<file path="src/rtl/pacman_pkg.sv">
`default_nettype none
// =============================================================================
// pacman_pkg : shared direction codes, maze geometry and wall map.
// Revision   : 1.0
// =============================================================================
package pacman_pkg;

    // One-hot {up,down,left,right}; zero means no direction / stopped.
    localparam logic [3:0] DIR_NONE  = 4'b0000;
    localparam logic [3:0] DIR_UP    = 4'b1000;
    localparam logic [3:0] DIR_DOWN  = 4'b0100;
    localparam logic [3:0] DIR_LEFT  = 4'b0010;
    localparam logic [3:0] DIR_RIGHT = 4'b0001;

    localparam int MAZE_ROWS = 8;
    localparam int MAZE_COLS = 8;

    // Bit index row*8+col, cell (0,0) is bit 0 of this [0:63] vector (the MSB).
    localparam logic [0:63] DEFAULT_WALL_MAP = 64'hFF87B781BDBD81FF;

    typedef enum logic [0:0] {
        ST_IDLE = 1'b0,
        ST_MOVE = 1'b1
    } mover_state_e;

    function automatic logic [3:0] opposite_dir(input logic [3:0] dir);
        case (dir)
            DIR_UP:    opposite_dir = DIR_DOWN;
            DIR_DOWN:  opposite_dir = DIR_UP;
            DIR_LEFT:  opposite_dir = DIR_RIGHT;
            DIR_RIGHT: opposite_dir = DIR_LEFT;
            default:   opposite_dir = DIR_NONE;
        endcase
    endfunction

endpackage
`default_nettype wire

</file>
<file path="src/rtl/pacman_mover_wall_lookup.sv">
`default_nettype none
// =============================================================================
// maze_wall_lookup : reports whether the neighbour cell in a direction is a wall.
// Revision         : 1.0
// =============================================================================
module maze_wall_lookup
    import pacman_pkg::*;
#(
    parameter logic [0:63] WALL_MAP = DEFAULT_WALL_MAP
) (
    input  logic [2:0] row,
    input  logic [2:0] col,
    input  logic [3:0] direction,
    output logic       blocked
);

    logic [2:0] nrow;
    logic [2:0] ncol;
    logic       in_bounds;

    always_comb begin
        nrow      = row;
        ncol      = col;
        in_bounds = 1'b0;
        case (direction)
            DIR_UP: if (row != 3'd0) begin
                nrow      = row - 3'd1;
                in_bounds = 1'b1;
            end
            DIR_DOWN: if (row != 3'(MAZE_ROWS - 1)) begin
                nrow      = row + 3'd1;
                in_bounds = 1'b1;
            end
            DIR_LEFT: if (col != 3'd0) begin
                ncol      = col - 3'd1;
                in_bounds = 1'b1;
            end
            DIR_RIGHT: if (col != 3'(MAZE_COLS - 1)) begin
                ncol      = col + 3'd1;
                in_bounds = 1'b1;
            end
            default: in_bounds = 1'b0;
        endcase
        // No direction or off-grid neighbour both read as blocked.
        blocked = in_bounds ? WALL_MAP[{nrow, ncol}] : 1'b1;
    end

endmodule
`default_nettype wire

</file>
<file path="src/rtl/pacman_mover.sv">
`default_nettype none
// =============================================================================
// pacman_mover : Pac-Man position/heading register with buffered turn requests.
// Revision     : 1.0
// =============================================================================
module pacman_mover
    import pacman_pkg::*;
#(
    parameter int          CELL_PX   = 32,
    parameter int          STEP_PX   = 2,
    parameter int          ORIGIN_X  = 192,
    parameter int          ORIGIN_Y  = 112,
    parameter int          START_ROW = 1,
    parameter int          START_COL = 1,
    parameter logic [0:63] WALL_MAP  = DEFAULT_WALL_MAP
) (
    input  logic       clk,
    input  logic       rst_n,
    input  logic       move_tick,
    input  logic       game_en,
    input  logic [3:0] dir_req,
    output logic [9:0] pm_xpos,
    output logic [9:0] pm_ypos,
    output logic [3:0] pm_direction,
    output logic [2:0] pm_row,
    output logic [2:0] pm_col,
    output logic       at_centre
);

    localparam logic [9:0] CELL_W  = 10'(CELL_PX);
    localparam logic [9:0] HALF_W  = 10'(CELL_PX / 2);
    localparam logic [9:0] STEP_W  = 10'(STEP_PX);
    localparam logic [9:0] ORG_X_W = 10'(ORIGIN_X);
    localparam logic [9:0] ORG_Y_W = 10'(ORIGIN_Y);
    localparam logic [9:0] RESET_X = 10'(ORIGIN_X + START_COL * CELL_PX + CELL_PX / 2);
    localparam logic [9:0] RESET_Y = 10'(ORIGIN_Y + START_ROW * CELL_PX + CELL_PX / 2);

    logic [9:0]   xpos_q, xpos_d;
    logic [9:0]   ypos_q, ypos_d;
    logic [3:0]   dir_q, dir_d;
    logic [3:0]   pending_q, pending_d;
    mover_state_e state_q, state_d;

    logic [9:0] x_off;
    logic [9:0] y_off;
    logic       centre;
    logic       pend_blocked;
    logic       cur_blocked;
    logic       req_valid;
    logic       step;

    assign x_off     = xpos_q - ORG_X_W;
    assign y_off     = ypos_q - ORG_Y_W;
    assign pm_col    = 3'(x_off / CELL_W);
    assign pm_row    = 3'(y_off / CELL_W);
    assign centre    = ((x_off % CELL_W) == HALF_W) && ((y_off % CELL_W) == HALF_W);
    assign at_centre = centre;

    assign pm_xpos      = xpos_q;
    assign pm_ypos      = ypos_q;
    assign pm_direction = dir_q;

    // Exactly one bit set: non-zero and no second bit left after clearing the lowest.
    assign req_valid = (dir_req != DIR_NONE) && ((dir_req & (dir_req - 4'd1)) == 4'd0);

    maze_wall_lookup #(.WALL_MAP(WALL_MAP)) u_pend_lookup (
        .row       (pm_row),
        .col       (pm_col),
        .direction (pending_q),
        .blocked   (pend_blocked)
    );

    maze_wall_lookup #(.WALL_MAP(WALL_MAP)) u_cur_lookup (
        .row       (pm_row),
        .col       (pm_col),
        .direction (dir_q),
        .blocked   (cur_blocked)
    );

    always_comb begin
        state_d   = state_q;
        dir_d     = dir_q;
        pending_d = pending_q;
        xpos_d    = xpos_q;
        ypos_d    = ypos_q;
        step      = 1'b0;

        if (move_tick && game_en) begin
            case (state_q)
                ST_IDLE: begin
                    if (!pend_blocked) begin
                        dir_d     = pending_q;
                        pending_d = DIR_NONE;
                        state_d   = ST_MOVE;
                        step      = 1'b1;
                    end
                end
                ST_MOVE: begin
                    if (centre) begin
                        if (!pend_blocked) begin
                            dir_d     = pending_q;
                            pending_d = DIR_NONE;
                            step      = 1'b1;
                        end else if (!cur_blocked) begin
                            step = 1'b1;
                        end else begin
                            dir_d   = DIR_NONE;
                            state_d = ST_IDLE;
                        end
                    end else begin
                        // Between centres only an exact reversal may be taken early.
                        if ((pending_q != DIR_NONE) && (pending_q == opposite_dir(dir_q))) begin
                            dir_d     = pending_q;
                            pending_d = DIR_NONE;
                        end
                        step = 1'b1;
                    end
                end
                default: state_d = ST_IDLE;
            endcase
        end

        // A fresh request wins over the clear caused by adoption in the same cycle.
        if (req_valid) begin
            pending_d = dir_req;
        end

        if (step) begin
            case (dir_d)
                DIR_UP:    ypos_d = ypos_q - STEP_W;
                DIR_DOWN:  ypos_d = ypos_q + STEP_W;
                DIR_LEFT:  xpos_d = xpos_q - STEP_W;
                DIR_RIGHT: xpos_d = xpos_q + STEP_W;
                default:   xpos_d = xpos_q;
            endcase
        end
    end

    always_ff @(posedge clk or negedge rst_n) begin
        if (!rst_n) begin
            xpos_q    <= RESET_X;
            ypos_q    <= RESET_Y;
            dir_q     <= DIR_NONE;
            pending_q <= DIR_NONE;
            state_q   <= ST_IDLE;
        end else begin
            xpos_q    <= xpos_d;
            ypos_q    <= ypos_d;
            dir_q     <= dir_d;
            pending_q <= pending_d;
            state_q   <= state_d;
        end
    end

endmodule
`default_nettype wire

</file>
<file path="config.mk">
export PLATFORM = sky130hd
export DESIGN_NAME = pacman_mover
export DESIGN_NICKNAME = d
export VERILOG_FILES = /design/src/rtl/pacman_pkg.sv /design/src/rtl/pacman_mover_wall_lookup.sv /design/src/rtl/pacman_mover.sv
export SDC_FILE = /design/constraint.sdc
export NUM_CORES = 1
export LEC_CHECK = 0
export ABC_AREA = 1
export CAP_MARGIN = 10
export CORE_ASPECT_RATIO = 1.2
export CORE_MARGIN = 2
export CORE_UTILIZATION = 30
export CTS_CLUSTER_DIAMETER = 200
export DETAILED_ROUTE_END_ITERATION = 10
export GPL_TIMING_DRIVEN = 0
export MAX_ROUTING_LAYER = met4
export PLACE_DENSITY = 0.59
export SLEW_MARGIN = 20
export SYNTH_ARGS = -nofsm -noshare
export SYNTH_HDL_FRONTEND = slang
export SYNTH_SLANG_ARGS = --single-unit
</file>
<file path="constraint.sdc">
create_clock -name clk -period 4.6 [get_ports clk]
set_clock_uncertainty 0.05 [all_clocks]
set_input_delay 0.46 -clock clk [delete_from_list [all_inputs] [get_ports clk]]
set_output_delay 0.46 -clock clk [all_outputs]
set_load 0.01 [all_outputs]
</file>
**Word-level counts from Yosys, hierarchy flattened**

Memory sizes are Yosys's and may differ from the RTL's.
Index checks and enable logic that the tools add are counted.

- Flip-flop bits (word level): 29
- Memory bits (read-only): 128
- Input port bits: 8
- Output and inout bits: 31
- Logic and storage cells: 102
- Memories kept: 2

- Add/sub/neg operators: 11
- $lt $le $gt $ge: 2
- Equality and inequality tests: 18
- Multiplexer cells: 45
- Bitwise gates (word level): 4
- Reduce and logical (&&, ||, !) cells: 15

Memory list:

| name | depth | bits a word | rd ports | clocked after memory_dff | write ports | line | RTL |
|---|---|---|---|---|---|---|---|
| (no name shown) | 64 | 1 | 1 | 0 | 0 | pacman_mover_wall_lookup.sv:45 | `blocked = in_bounds ? WALL_MAP[{nrow, ncol}] : 1'b1;` |
| (no name shown) | 64 | 1 | 1 | 0 | 0 | pacman_mover_wall_lookup.sv:45 |  |

Operators with widths:

| cell | count |
|---|---|
| 4-bit 2-to-1 mux | 14 |
| 10-bit case mux with 2 select lines | 2 |
| 3-bit case mux with 2 select lines | 4 |
| 10-bit by 2-bit adder with 10-bit output, second input constant | 2 |
| 10-bit by 2-bit subtractor with 10-bit output, second input constant | 2 |
| 4-bit case mux with 2 select lines | 2 |
| 4-bit case mux with 4 select lines | 1 |
| 1-bit 2-to-1 mux | 15 |
| 7-bit greater-or-equal comparator, second input constant | 2 |
| 6-bit NOT with 7-bit output | 2 |
| 4-bit by 1-bit equality test with 1-bit output, second input constant | 3 |
| 4-bit by 2-bit equality test with 1-bit output, second input constant | 3 |
| 4-bit by 3-bit equality test with 1-bit output, second input constant | 3 |
| 4-bit equality test, second input constant | 3 |
| 3-bit 2-to-1 mux | 4 |
| 5-bit equality test, second input constant | 2 |
| 1-bit case mux with 4 select lines | 2 |
| 4-bit nonzero test | 2 |
| 8-bit by 7-bit subtractor with 8-bit output, second input constant | 1 |
| 8-bit subtractor, second input constant | 1 |
| 3-bit by 1-bit adder with 3-bit output, second input constant | 2 |
| 3-bit inequality test, second input constant | 2 |
| 2-bit AND reduction | 3 |
| 2-bit nonzero test | 3 |
| 10 further kinds | 15 |

**Logic depth before layout (Yosys ltp)**

Gate-level depths: netlist of the first run.

- Depth in word-level cells: 17
- Gate-level depth with buffers: 38
- Gate-level depth less buffers: 38

**Cells and area by module**

A second synthesis of the first run with hierarchy kept.

- Cells, all modules: 537
- Area, all modules: 3495.9 um^2

Modules (own cells, without submodules):

| module | instances | cells an instance | area an instance (um^2) | sequential area each (um^2) |
|---|---|---|---|---|
| pacman_mover | 1 | 297 | 2239.6 | 683.2 |
| maze_wall_lookup | 2 | 120 | 628.1 | 0.0 |

**Worst setup path after synthesis of the first run**

No wires, ideal clock.

- Path kind: register to register
- From: reg ypos_q[4] (netlist: pm_ypos[4])
- To: reg ypos_q[8] (netlist: pm_ypos[8])
- Setup time: 0.127 ns
- Arrival: 4.058 ns
- Data required time: 4.423 ns
- Slack: 0.365 ns
- Cell stages (with the launch flop): 31
- Path buffers: 0
- Clock period less this slack: 4.235 ns
- Cells stage by stage: dfrtp_1 -> ha_1 -> inv_1 -> nor2_4 -> nand2_4 -> a21oi_1 -> nor2_2 -> nor2_1 -> nand3_1 -> nand3_1 -> nand2_1 -> inv_2 -> nand2_4 -> nand3_2 -> nand3_1 -> nand2_1 -> nand2_1 -> nor2_1 -> nand2_1 -> ha_1 -> a21oi_1 -> nand2_1 -> a21oi_1 -> inv_1 -> a21oi_1 -> inv_1 -> a21oi_1 -> nor2_1 -> nor2_1 -> xor2_1 -> o21ai_0

- Word-level cells in the longest chain between the ends: 17
- Elaborated cells between the ends (all ways): 44
- Those cells by class: 5 x add/sub; 4 x eq/ne; 27 x mux; 2 x bitwise; 4 x reduce/logical; 2 x memory

Ends and longest elaborated chain:

| item | line | RTL |
|---|---|---|
| start, declared | pacman_mover.sv:39 | `logic [9:0] ypos_q, ypos_d;` |
| start signal, assigned | pacman_mover.sv:148 | `ypos_q <= ypos_d;` |
| 8-bit by 7-bit subtractor with 8-bit output (*) | pacman_mover.sv:53 | `assign y_off = ypos_q - ORG_Y_W;` |
| net pm_row[0] | pacman_mover.sv:25 | `output logic [2:0] pm_row,` |
| 3-bit by 1-bit adder with 3-bit output (tied with other cells) | pacman_mover_wall_lookup.sv:31 | `nrow = row + 3'd1;` |
| 3-bit 2-to-1 mux, on equally long branches | pacman_mover_wall_lookup.sv:30, pacman_mover_wall_lookup.sv:26 |  |
| 3-bit case mux with 2 select lines | pacman_mover_wall_lookup.sv:25 | `case (direction)` |
| 6-bit NOT with 7-bit output (implied by the code) | pacman_mover_wall_lookup.sv:45 |  |
| memory read 64 x 1 bit | n/a |  |
| 1-bit 2-to-1 mux (implied by the code) (2 in series) | pacman_mover_wall_lookup.sv:45 |  |
| 1-bit 2-to-1 mux | pacman_mover_wall_lookup.sv:45 |  |
| 4-bit 2-to-1 mux | pacman_mover.sv:104 | `end else if (!cur_blocked) begin` |
| 4-bit 2-to-1 mux | pacman_mover.sv:100 | `if (!pend_blocked) begin` |
| 4-bit 2-to-1 mux | pacman_mover.sv:99 | `if (centre) begin` |
| 4-bit case mux with 2 select lines | pacman_mover.sv:89 | `case (state_q)` |
| 4-bit 2-to-1 mux | pacman_mover.sv:88 | `if (move_tick && game_en) begin` |
| 4-bit by 3-bit equality test with 1-bit output / 4-bit equality test (equally long branches) | pacman_mover.sv:129 | `case (dir_d)` |
| 2-bit nonzero test (no line) | n/a |  |
| 2-bit AND reduction (no line) | n/a |  |

Mark *: on every way through the listed nets, which the timed path passes. The rest lies on a longest branch. The select of a mux whose other input is x is not followed.
A chain may end at the register's enable or synchronous reset.

**Worst setup path after layout of the first run**

- From: reg xpos_q[7] (netlist: pm_xpos[7])
- To: reg xpos_q[9] (netlist: pm_xpos[9])

- Word-level cells in the longest chain between the ends: 17
- Elaborated cells between the ends (all ways): 42
- Those cells by class: 5 x add/sub; 3 x eq/ne; 27 x mux; 2 x bitwise; 3 x reduce/logical; 2 x memory

Ends and longest elaborated chain:

| item | line | RTL |
|---|---|---|
| start, declared | pacman_mover.sv:38 | `logic [9:0] xpos_q, xpos_d;` |
| start signal, assigned | pacman_mover.sv:147 | `xpos_q <= xpos_d;` |
| 8-bit subtractor (*) | pacman_mover.sv:52 | `assign x_off = xpos_q - ORG_X_W;` |
| 3-bit by 1-bit adder with 3-bit output (tied with other cells) | pacman_mover_wall_lookup.sv:39 | `ncol = col + 3'd1;` |
| 3-bit 2-to-1 mux, on equally long branches | pacman_mover_wall_lookup.sv:38, pacman_mover_wall_lookup.sv:34 |  |
| 3-bit case mux with 2 select lines | pacman_mover_wall_lookup.sv:25 |  |
| 6-bit NOT with 7-bit output (implied by the code) | pacman_mover_wall_lookup.sv:45 |  |
| memory read 64 x 1 bit | n/a |  |
| 1-bit 2-to-1 mux (implied by the code) (2 in series) | pacman_mover_wall_lookup.sv:45 |  |
| 1-bit 2-to-1 mux | pacman_mover_wall_lookup.sv:45 |  |
| 4-bit 2-to-1 mux | pacman_mover.sv:104 |  |
| 4-bit 2-to-1 mux | pacman_mover.sv:100 |  |
| 4-bit 2-to-1 mux | pacman_mover.sv:99 |  |
| 4-bit case mux with 2 select lines (*) | pacman_mover.sv:89 |  |
| 4-bit 2-to-1 mux (*) | pacman_mover.sv:88 |  |
| net dir_d[1] | pacman_mover.sv:40 | `logic [3:0] dir_q, dir_d;` |
| 4-bit by 1-bit equality test with 1-bit output / 4-bit by 2-bit equality test with 1-bit output (equally long branches) | pacman_mover.sv:129 |  |
| 2-bit nonzero test (no line) | n/a |  |
| 2-bit AND reduction (no line) | n/a |  |

Marked as above.

==> results.sh, run 1 <==
export IMPL_outcome="finished clean"
export IMPL_synth_area_mm2=0.003029
export IMPL_portBuffers=36
export IMPL_cpMostUsedCell="nand2_2"
export IMPL_power_leakage_uw=0.002078
export IMPL_die_x_um=95.73
export IMPL_cts_root_buf="clkbuf_16"
export IMPL_chipHeight_um=114.1
export IMPL_dp_cells=638
export IMPL_finalSetupTns_ns=0
export IMPL_routedWlPerCell_um=12.75
export IMPL_max_freq_ghz=0.2291
export IMPL_num_rows=40
export IMPL_startpoint="pm_xpos[7]"
export IMPL_seq_area_um2=684.4
export IMPL_path_class="reg2reg"
export IMPL_gp_congestion=0.8513
export IMPL_dr_pass1_iters=4
export IMPL_yosysUniqueCellTypes=34
export IMPL_timing_reg2reg_setup_slack_ns=0.24
export IMPL_nNetsFinal=581
export IMPL_n_fill_cell=993
export IMPL_r2r_end="pm_xpos[9]"
export IMPL_syn_area_per_cell_um2=6.377
export IMPL_stdcell_count=678
export IMPL_vias_per_cell=4.906
export IMPL_reg2reg_from="pm_xpos[7]"
export IMPL_clk_path_buf_depth=2
export IMPL_setup_violations=0
export IMPL_finalHoldViolations=0
export IMPL_cp_end_kind="register"
export IMPL_cts_reportedPaths_clkPinSlew_ns=0.07
export IMPL_dieArea_mm2=0.01092
export IMPL_pre_cts_ws_ns=-0.3105
export IMPL_yosysWarnings=0
export IMPL_antenna_found_initial=0
export IMPL_design_core_area_mm2=0.009910
export IMPL_yosysTopAreaCellShare=0.1735
export IMPL_slowest_delay_ns=0.59
export IMPL_final_common_cell="nand2_1"
export IMPL_hpwl_um=6166
export IMPL_grt_max_degree=28
export IMPL_post_route_drc_count=0
export IMPL_hold_path_class="in2async"
export IMPL_drv_cap=0
export IMPL_slowest_stage="dfstp_2"
export IMPL_ff2ff_path_depth=36
export IMPL_cp_max_fo=6
export IMPL_report_final_slew_viol_count=0
export IMPL_fin_crit_sh=0.9489
export IMPL_multiInputGateArea_mm2=0.002559
export IMPL_utilization=0.4461
export IMPL_synthTopCellsByArea="dfrtp_1 (17%), nand2_1 (15%), nand3_1 (11%), inv_1 (7.9%), ha_1 (7.4%)"
export IMPL_maxSlewHeadroom=0.5872
export IMPL_cp_data_required_time_ns=4.71
export IMPL_cts_htree_levels=1
export IMPL_antennaDiodeCount=0
export IMPL_yosysTopAreaCell="dfrtp_1"
export IMPL_start_util=0.3057
export IMPL_first_global_vias=3021
export IMPL_design_area_mm2=0.004420
export IMPL_io_pins=39
export IMPL_cts_hold_buf=0
export IMPL_dpl_instance_area_mm2=0.003546
export IMPL_syn2layout_area_growth_pct=45.93
export IMPL_startpoint_type="register"
export IMPL_ys_seq_area_frac=0.2255
export IMPL_final_cell_mix="nand2_1 (87), inv_1 (58), nand3_1 (44), buf_4 (39), nand2_2 (36)"
export IMPL_critPathArrivalTime_ns=4.47
export IMPL_postSynthCellCount=475
export IMPL_cts_buffers=3
export IMPL_ys_ff_latch=27
export IMPL_p_per_area_mw_per_mm2=781.1
export IMPL_layout_min_cycle_time_ns=4.365
export IMPL_vias=3326
export IMPL_clock_sinks=27
export IMPL_ir_drop_mv=0.3679
export IMPL_drt_iter0_drc=80
export IMPL_post_route_cells_drive_above_1_share=0.3478
export IMPL_drtAntennaViolNets=0
export IMPL_grt_pass1_wl_um=13230
export IMPL_wl_um=8647
export IMPL_tightest_slew_ns=0.6193
export IMPL_grt_usage=0.1509
export IMPL_layout_setup_ws_ns=0.2351
export IMPL_insertion_delay_ns=0.27
export IMPL_grt_overflow_total=0
export IMPL_cts_tree="built"
report_power, final:
part	total, µW	switching (µW)	leakage (µW)	internal (µW)
Sequential	512	164	0.000322	348
Clock	202	84.7	0.0000409	118
Combinational	2740	1540	0.00172	1200
Total	3450	1790	0.00208	1670
worst max-delay path by stage:
stage	depth (start not counted)	end	slack, ns
5_1_grt	34	pm_ypos[8]	-0.13
3_5_place_dp	32	pm_ypos[9]	-0.31
4_1_cts	35	pm_xpos[9]	0.02
6_report	36	pm_xpos[9]	0.24
2_1_floorplan	30	pm_ypos[8]	0.36
3_3_place_gp	33	pm_ypos[9]	-0.26
kinds of logic after synthesis:
family | count (synthesis) | share of synthesized area
flops | 27 | 0.2255
buf+inv | 74 | 0.09913
xor+xnor | 15 | 0.04337
other cells | 1 | 0.001238
fa+ha+maj | 20 | 0.08757
compound gates | 62 | 0.1235
simple gates | 276 | 0.4197
cell type report:
class,count,area share
buffer,5,0.009341
multi-input combinational,375,0.5788
sequential,27,0.1548
tap,126,0.03566
clock inverter,1,0.001132
inverter,69,0.06085
timing repair buffer,72,0.1424
clock buffer,3,0.01698
sequential cells by signal (all words and copies together), names as in the netlist:
| name | count |
|---|---|
| pending_q | 4 |
| pm_xpos | 9 |
| state_q | 1 |
| pm_direction | 4 |
| pm_ypos | 9 |
layer usage:
layer  up-vias  GRT usage  part of all wire
li1       1704          -                 -
met1      1553     0.1732              0.40
met2        52     0.2765              0.55
met3        17   0.009875             0.019
met4         0    0.04667             0.023
met5         -          -                 0
cell usage after synthesis:
cell type and count:
conb_1 1, o21ai_0 22, nand3_2 4, nand3b_1 4, o22ai_1 5, a211oi_1 1, fa_1 2, or4_1 1
buf_6 1, a21oi_4 2, a221o_1 1, nand4_1 5, dfrtp_1 21, nor2_1 50, a21oi_1 22, inv_1 64
nor2_2 9, nor4_1 1, o21bai_1 3, nor2_4 2, dfstp_2 6, nor3_1 1, or2_2 1, o21ai_2 5
xnor2_1 5, nand3_1 66, nand2_1 119, inv_2 5, nand2_2 9, nand2_4 4, ha_1 18, a31oi_1 1
xor2_1 10, buf_4 4
metrics by stage:
stage | power (µW) | hold WS (ns)
2_1_floorplan | 1951 | 0.1144
3_3_place_gp | 2466 | 0.4356
3_5_place_dp | 2507 | 0.4461
4_1_cts | 2775 | 0.1788
5_1_grt | 3778 | 0.2099
6_report | 3453 | 0.1547
critical path, delay by kind of cell, from the launching register on:
kind	cells	cell delay [ns]
and+or+nand+nor	29	2.58
DFF	1	0.59
AOI/OAI and AO/OA	3	0.47
buffers and inverters	3	0.31
adders and majority gates	1	0.24
timing repair:
item	in CTS	in global routing
setup buffers	8	28
endpoints found under the setup margin	4	6
pin swaps	1	69
gates resized for setup	6	124
Note: power is estimated with default switching activity, not from simulation.
==> run 2, diff against run 1 <==
--- a/config.mk
+++ b/config.mk
@@ -9,12 +9,12 @@
 export CAP_MARGIN = 10
 export CORE_ASPECT_RATIO = 1.2
 export CORE_MARGIN = 2
-export CORE_UTILIZATION = 30
+export CORE_UTILIZATION = 50
 export CTS_CLUSTER_DIAMETER = 200
 export DETAILED_ROUTE_END_ITERATION = 10
 export GPL_TIMING_DRIVEN = 0
 export MAX_ROUTING_LAYER = met4
-export PLACE_DENSITY = 0.59
+export PLACE_DENSITY = 0.83
 export SLEW_MARGIN = 20
 export SYNTH_ARGS = -nofsm -noshare
 export SYNTH_HDL_FRONTEND = slang
==> run 2 against run 1 <==
Compared with the run above:
- clock power is 30% lower
- fmax is 3.6% lower
- die area is 39% lower
- global-route usage increased by 8.5 points
- final area down 3.2%
- critical endpoint is now pm_ypos[8]
- critical path type unchanged
- power down 2.0%
- combinational power about the same
- sequential cell count did not move
- hold slack worse by 0.033 ns
- register-to-register slack lost 0.16 ns
==> results.sh, run 2 (same netlist as run 1, synthesis figures left out) <==
export IMPL_outcome="finished clean"
export IMPL_cp_data_required_time_ns=4.72
export IMPL_multiInputGateArea_mm2=0.002521
export IMPL_cp_end_kind="register"
export IMPL_clkPwrFrac=0.042
export IMPL_chipHeight_um=89.27
export IMPL_antennaDiodeCount=0
export IMPL_seq_area_um2=684.4
export IMPL_routedWlPerCell_um=14.46
export IMPL_power_leakage_uw=0.002025
export IMPL_num_rows=31
export IMPL_grt_pass1_wl_um=12180
export IMPL_internal_power_uw=1565
export IMPL_seqPwrFrac=0.147
export IMPL_grt_max_degree=28
export IMPL_vias_per_cell=5.556
export IMPL_design_core_area_mm2=0.005934
export IMPL_maxSlewHeadroom=0.5973
export IMPL_grt_usage=0.2356
export IMPL_syn2layout_area_growth_pct=41.22
export IMPL_switching_share=0.5375
export IMPL_drtAntennaViolNets=0
export IMPL_clk_path_buf_depth=2
export IMPL_design_area_mm2=0.004278
export IMPL_p_per_area_mw_per_mm2=790.9
export IMPL_final_common_cell="nand2_1"
export IMPL_slowest_delay_ns=0.62
export IMPL_n_fill_cell=443
export IMPL_startpoint_type="register"
export IMPL_cp_max_fo=7
export IMPL_timing_reg2reg_setup_slack_ns=0.07
export IMPL_antenna_found_initial=0
export IMPL_dr_pass1_iters=5
export IMPL_dpl_instance_area_mm2=0.003491
export IMPL_finalHoldViolations=0
export IMPL_cpMostUsedCell="nand2_1"
export IMPL_max_freq_ghz=0.2208
export IMPL_die_x_um=75.06
export IMPL_gp_congestion=0.8914
export IMPL_report_final_slew_viol_count=0
export IMPL_fin_crit_sh=0.9846
export IMPL_io_pins=39
export IMPL_clock_sinks=27
export IMPL_crit_family="simple AND/OR/NAND/NOR gates"
export IMPL_hold_path_class="in2async"
export IMPL_drt_iter0_drc=201
export IMPL_p_sw_uw=1818
export IMPL_critPathArrivalTime_ns=4.65
export IMPL_layout_min_cycle_time_ns=4.529
export IMPL_cts_htree_levels=1
export IMPL_ff2ff_path_depth=33
export IMPL_cp_num_buf_inv=4
export IMPL_cts_tree="built"
export IMPL_ir_drop_mv=0.4879
export IMPL_vias=3495
export IMPL_reg2reg_from="pm_xpos[6]"
export IMPL_portBuffers=36
export IMPL_wl_um=9098
export IMPL_dieArea_mm2=0.006700
export IMPL_first_global_vias=2896
export IMPL_cts_hold_buf=0
export IMPL_slowest_stage="dfstp_2"
export IMPL_crit_cells=33
export IMPL_layout_setup_ws_ns=0.07083
export IMPL_post_route_cells_drive_above_1_share=0.3163
export IMPL_combPwrFrac=0.811
export IMPL_tightest_slew_ns=0.6041
export IMPL_nNetsFinal=576
export IMPL_cts_buffers=3
export IMPL_hpwl_um=5626
export IMPL_drv_cap=0
export IMPL_startpoint="pm_xpos[6]"
export IMPL_grt_overflow_total=0
export IMPL_pre_cts_ws_ns=-0.2308
export IMPL_r2r_end="pm_ypos[8]"
export IMPL_cts_root_buf="clkbuf_8"
export IMPL_start_util=0.5104
export IMPL_path_class="reg2reg"
export IMPL_cts_reportedPaths_clkPinSlew_ns=0.10
export IMPL_insertion_delay_ns=0.29
export IMPL_finalSetupTns_ns=0
export IMPL_post_route_drc_count=0
export IMPL_final_cell_mix="nand2_1 (93), inv_1 (59), nand3_1 (44), nor2_1 (37), clkdlybuf4s50_1 (35)"
export IMPL_setup_violations=0
-- run 2: changes by cell type in the layout (fill, tap and decap cells not counted), sizes merged --
cell and delta:
buf -5
-- run 2: layout make-up --
class,instances,share of cell area
Buffer,5,0.009652
Clock buffer,3,0.009652
Clock inverter,1,0.001170
Inverter,69,0.06405
Multi-Input combinational cell,375,0.5894
Sequential cell,27,0.1600
Tap cell,82,0.02398
Timing Repair Buffer,67,0.1421
-- run 2: timing repair --
action	in CTS	in global routing
pin swaps	0	62
endpoints found under the setup margin	4	8
gates resized for setup	5	114
setup buffers	3	28
-- run 2: layer usage --
metal,up-vias,global-route usage,wire (µm)
met4,0,0.1023,289
li1,1683,-,-
met5,-,-,0
met2,121,0.4059,4962
met1,1658,0.2744,3503
met3,33,0.02480,342
-- run 2: through the flow --
step | hold slack (ns) | total power, µW | std cells | util
2_1_floorplan | 0.1144 | 1951 | 476 | -
3_3_place_gp | 0.4306 | 2418 | 594 | 0.5891
3_5_place_dp | 0.4366 | 2473 | 594 | 0.5882
4_1_cts | 0.1458 | 2657 | 601 | 0.6036
5_1_grt | 0.1708 | 3672 | 629 | 0.7209
6_report | 0.1217 | 3383 | 629 | 0.7209
-- run 2: power groups by stage --
stage	registers (µW)	clock network [µW]	logic (µW)
2_1_floorplan	506	0	1450
3_3_place_gp	499	0	1920
3_5_place_dp	502	0	1970
4_1_cts	486	141	2030
5_1_grt	511	149	3010
6_report	497	141	2740
-- run 2: worst max-delay path by stage --
stage / endpoint / slack (ns)
CTS: pm_ypos[8] / 0.007
global placement: pm_ypos[8] / -0.18
detailed placement: pm_ypos[8] / -0.23
floorplan: pm_ypos[8] / 0.36
finish: pm_ypos[8] / 0.07
global route: pm_xpos[9] / -0.17
==> RTL change 1 (settings of run 1) <==
Set the parameter `CELL_PX` to 31 (it was 32).
--- a/src/rtl/pacman_mover.sv
+++ b/src/rtl/pacman_mover.sv
@@ -8,3 +8,3 @@
 #(
-    parameter int          CELL_PX   = 32,
+    parameter int          CELL_PX   = 31,
     parameter int          STEP_PX   = 2,
Behaviour: not the same (Yosys sat finds a counterexample within 4 cycles, from zero or initial values and one cycle with rst_n low).
==> RTL change 1 against run 1 <==
- the flow now finishes with violations (negative setup slack)
- maximum frequency shrank 41%
- design area is 76% higher
- routed wire length rose by 64%
- worst setup slack got worse by 3.1 ns
- synthesized area rose by 58%
- hold slack better by 0.020 ns
- first-iteration DRC count rose by 110%
- sequential cell count unchanged
- critical path depth is 23 higher
- critical path type unchanged
Power is not shown: default switching activity piles up to over one toggle a cycle in this logic, so the estimate is an artifact.
==> RTL change 1: results (changes against run 1) <==
Netlist cell types=51 (was 34); Max H-tree Level=1 (unchanged); fillcell total=1,432 (was 993); Post-synth ARST share=1.00 (unchanged); clk buf depth=2 (unchanged); commonest cells in the netlist=nand2_1 (187), inv_1 (96), nand3_1 (72) (was nand2_1 (119), nand3_1 (66), inv_1 (64)); vias per cell=4.72 (was 4.91); # setup viols final=28 (was 0); synth top area cells=nand2_1 (15%), dfrtp_1 (8.4%), ha_1 (7.6%), nand3_1 (7.5%), inv_1 (7.5%) (was dfrtp_1 (17%), nand2_1 (15%), nand3_1 (11%), inv_1 (7.9%), ha_1 (7.4%)); number of global-route vias before repair=5,315 (was 3,021); Detail Placement HPWL=9260 µm (was 6170 µm); setup ws final=-2.85 ns (was 0.235 ns); Seq/Total Area, Yosys=0.144 (was 0.226); CP max stage delay=0.59 ns (about the same); Avg Cell Area, Syn=6.38 µm² (about the same); pre-CTS WS=-3.17 ns (was -0.311 ns); final WL=14,200 µm (was 8650 µm); TritonCTS buffer count=3 (unchanged); worst-path maximum fanout=6 (unchanged); Crit path max-delay family=simple AND/OR/NAND/NOR gates (unchanged); failing checks=negative setup slack; root buffer cell=clkbuf_16 (unchanged); share of cells above drive strength 1=0.527 (was 0.348); clk_lat worst skew=0.27 ns (about the same); crit path DAT=7.56 ns (was 4.47 ns); HP Class=input pin to async pin (unchanged); number of port buffers=36 (unchanged); setup_tns=-52.91 ns (was 0 ns); Final #Nets=954 (was 581); GP Congestion=0.853 (was 0.851); DP Area=5690 µm² (was 3550 µm²); drt first pass iters=4 (unchanged); All-Layer GR Usage=0.165 (was 0.151); dominant synthesized flop cell=dfrtp_1 (unchanged); FF-to-FF path depth=59 (was 36); outcome=finished, violations left (was completed); Worst-path clk slew=roughly 0.080 ns; register area=689 µm² (was 684 µm²); largest net degree at the start of global routing=28 (unchanged); post-route insts no fill=1,122 (was 678); Slew @ Worst Pin=0.929 ns (was 0.619 ns); number of synthesis warnings=0 (unchanged); # placed instances=993 (was 638); n_diodes=0 (unchanged); initial antenna violation count=0 (unchanged); global-route wire length before repair=23,300 µm (was 13,200 µm); CP max stage cell=dfstp_2 (unchanged); starting DRC count in detailed routing=168 (was 80)
-- RTL change 1: cell type report --
cell class | count | share of cell area
buffer | 6 | 0.00866
clock buffer | 3 | 0.00962
clock inverter | 1 | 0.000962
inverter | 118 | 0.0606
multi-input combinational | 598 | 0.611
sequential | 27 | 0.0884
tap | 208 | 0.0334
timing repair buffer | 161 | 0.187
-- RTL change 1: worst paths after layout --
| check | from | endpoint | slack (ns) |
|---|---|---|---|
| worst max-delay path | pm_xpos[6] | pm_ypos[9] | -2.85 |
| worst min-delay path | rst_n | pm_xpos[4] | 0.18 |
| worst max register to register | pm_xpos[6] | pm_ypos[9] | -2.85 |
| worst min register to register | pm_xpos[3] | pm_xpos[3] | 0.51 |
| max in group asynchronous | rst_n | pm_xpos[8] | 3.89 |
| min in group clk | pm_xpos[3] | pm_xpos[3] | 0.51 |
-- RTL change 1: logic make-up (layout without fill, tap and decap cells) --
family,after synthesis,in the layout,share of synthesized area
compound gates,98,98,0.136
simple gates,439,439,0.472
other cells,1,2,0.000786
fa+ha+maj,31,31,0.0844
xor+xnor,28,28,0.0545
flops,27,27,0.144
buf+inv,124,289,0.108
-- RTL change 1: repair_timing --
action	CTS	global route
pin swaps	116	108
gates cloned	2	0
gates resized for setup	145	117
buffers inserted	87	45
hold buffers	0	0
setup endpoints to repair	32	32
-- RTL change 1: routing by layer --
layer | part of all wire | track usage
met5 | 0 | -
met4 | 0.0091 | 0.0351
met3 | 0.014 | 0.00962
met2 | 0.56 | 0.326
met1 | 0.42 | 0.180
==> RTL change 2 (config.mk and constraints of run 1) <==
Without the edit above. Add an input register stage for `move_tick`, `game_en` and `dir_req`, without a reset; this delays them by one clock.
--- a/src/rtl/pacman_mover.sv
+++ b/src/rtl/pacman_mover.sv
@@ -37,2 +37,12 @@
 
+    logic move_tick_q;
+    logic game_en_q;
+    logic [3:0] dir_req_q;
+
+    always_ff @(posedge clk) begin
+        move_tick_q <= move_tick;
+        game_en_q   <= game_en;
+        dir_req_q   <= dir_req;
+    end
+
     logic [9:0]   xpos_q, xpos_d;
@@ -63,3 +73,3 @@
     // Exactly one bit set: non-zero and no second bit left after clearing the lowest.
-    assign req_valid = (dir_req != DIR_NONE) && ((dir_req & (dir_req - 4'd1)) == 4'd0);
+    assign req_valid = (dir_req_q != DIR_NONE) && ((dir_req_q & (dir_req_q - 4'd1)) == 4'd0);
 
@@ -87,3 +97,3 @@
 
-        if (move_tick && game_en) begin
+        if (move_tick_q && game_en_q) begin
             case (state_q)
@@ -124,3 +134,3 @@
         if (req_valid) begin
-            pending_d = dir_req;
+            pending_d = dir_req_q;
         end
Formal check against the unedited RTL: not equivalent (a bounded check fails within 4 cycles, from zero or initial values and one cycle with rst_n low).
==> RTL change 2 against run 1 <==
- design area is 6.3% higher
- routed wire length is 6.1% higher
- synthesized area is 5.8% higher
- total power is 6.2% higher
- worst setup slack better by 0.018 ns
- synthesized cell count is 3.6% higher
- sequential cell count is 6 higher
==> RTL change 2: results (changes against run 1) <==
GRT met2 Usage=0.262 (was 0.276); wire length on met3=154 µm (was 165 µm); number of global-route vias before repair=3,006 (was 3,021); postcts setup bufs=7 (was 8); crit path DAT=4.46 ns (was 4.47 ns); CP max stage delay=0.56 ns (was 0.59 ns); global-route wire length before repair=13,500 µm (was 13,200 µm); DP Area=3720 µm² (was 3550 µm²); commonest cells in the netlist=nand2_1 (132), nand3_1 (66), inv_1 (64) (was nand2_1 (119), nand3_1 (66), inv_1 (64)); Seq/Total Area, Yosys=0.251 (was 0.226); cts repair resizes=4 (was 6); # placed instances=658 (was 638); starting DRC count in detailed routing=149 (was 80); Int Pwr=0.00180 W (was 0.00167 W); Worst-path clk slew=0.05 ns (was 0.07 ns); outcome=completed (unchanged); fin crit period=4.35 ns (was 4.36 ns); CTS sink cnt=33 (was 27); Sw Share=0.510 (was 0.518); R2R setup slack=0.25 ns (was 0.24 ns); routed vias=3,391 (was 3,326); WL met2=5090 µm (was 4780 µm); post-route insts no fill=697 (was 678); Netlist cell types=39 (was 34); finished layout cell area=4700 µm² (was 4420 µm²); fillcell total=1,069 (was 993); final WL=9180 µm (was 8650 µm)
[RTL change 2: changes by cell type after synthesis, sizes merged, moves of 2 or more]
| cell | run 1 | this run |
|---|---|---|
| nand2 | 132 | 143 |
| dfxtp | 0 | 6 |
| nor2 | 61 | 55 |
| inv | 69 | 73 |
| nor3 | 1 | 5 |
| nand3b | 4 | 2 |
| xnor2 | 5 | 3 |
[RTL change 2: layout make-up]
| class | instances | share of cell area |
|---|---|---|
| Sequential cell | 33 | 0.172 |
| Tap cell | 129 | 0.0344 |
| Multi-Input combinational cell | 381 | 0.562 |
| Inverter | 73 | 0.0605 |
| Timing Repair Buffer | 67 | 0.128 |
| Clock buffer | 8 | 0.0312 |
| Buffer | 6 | 0.0112 |
[RTL change 2: logic make-up after synthesis]
logic type	after synthesis	synth area share
adder cells (fa/ha/maj)	20	0.0828
XOR/XNOR	13	0.0355
AO/OA/AOI/OAI	65	0.125
other	1	0.00117
AND/OR/NAND/NOR	281	0.403
buffers and inverters	79	0.102
flip-flops	33	0.251
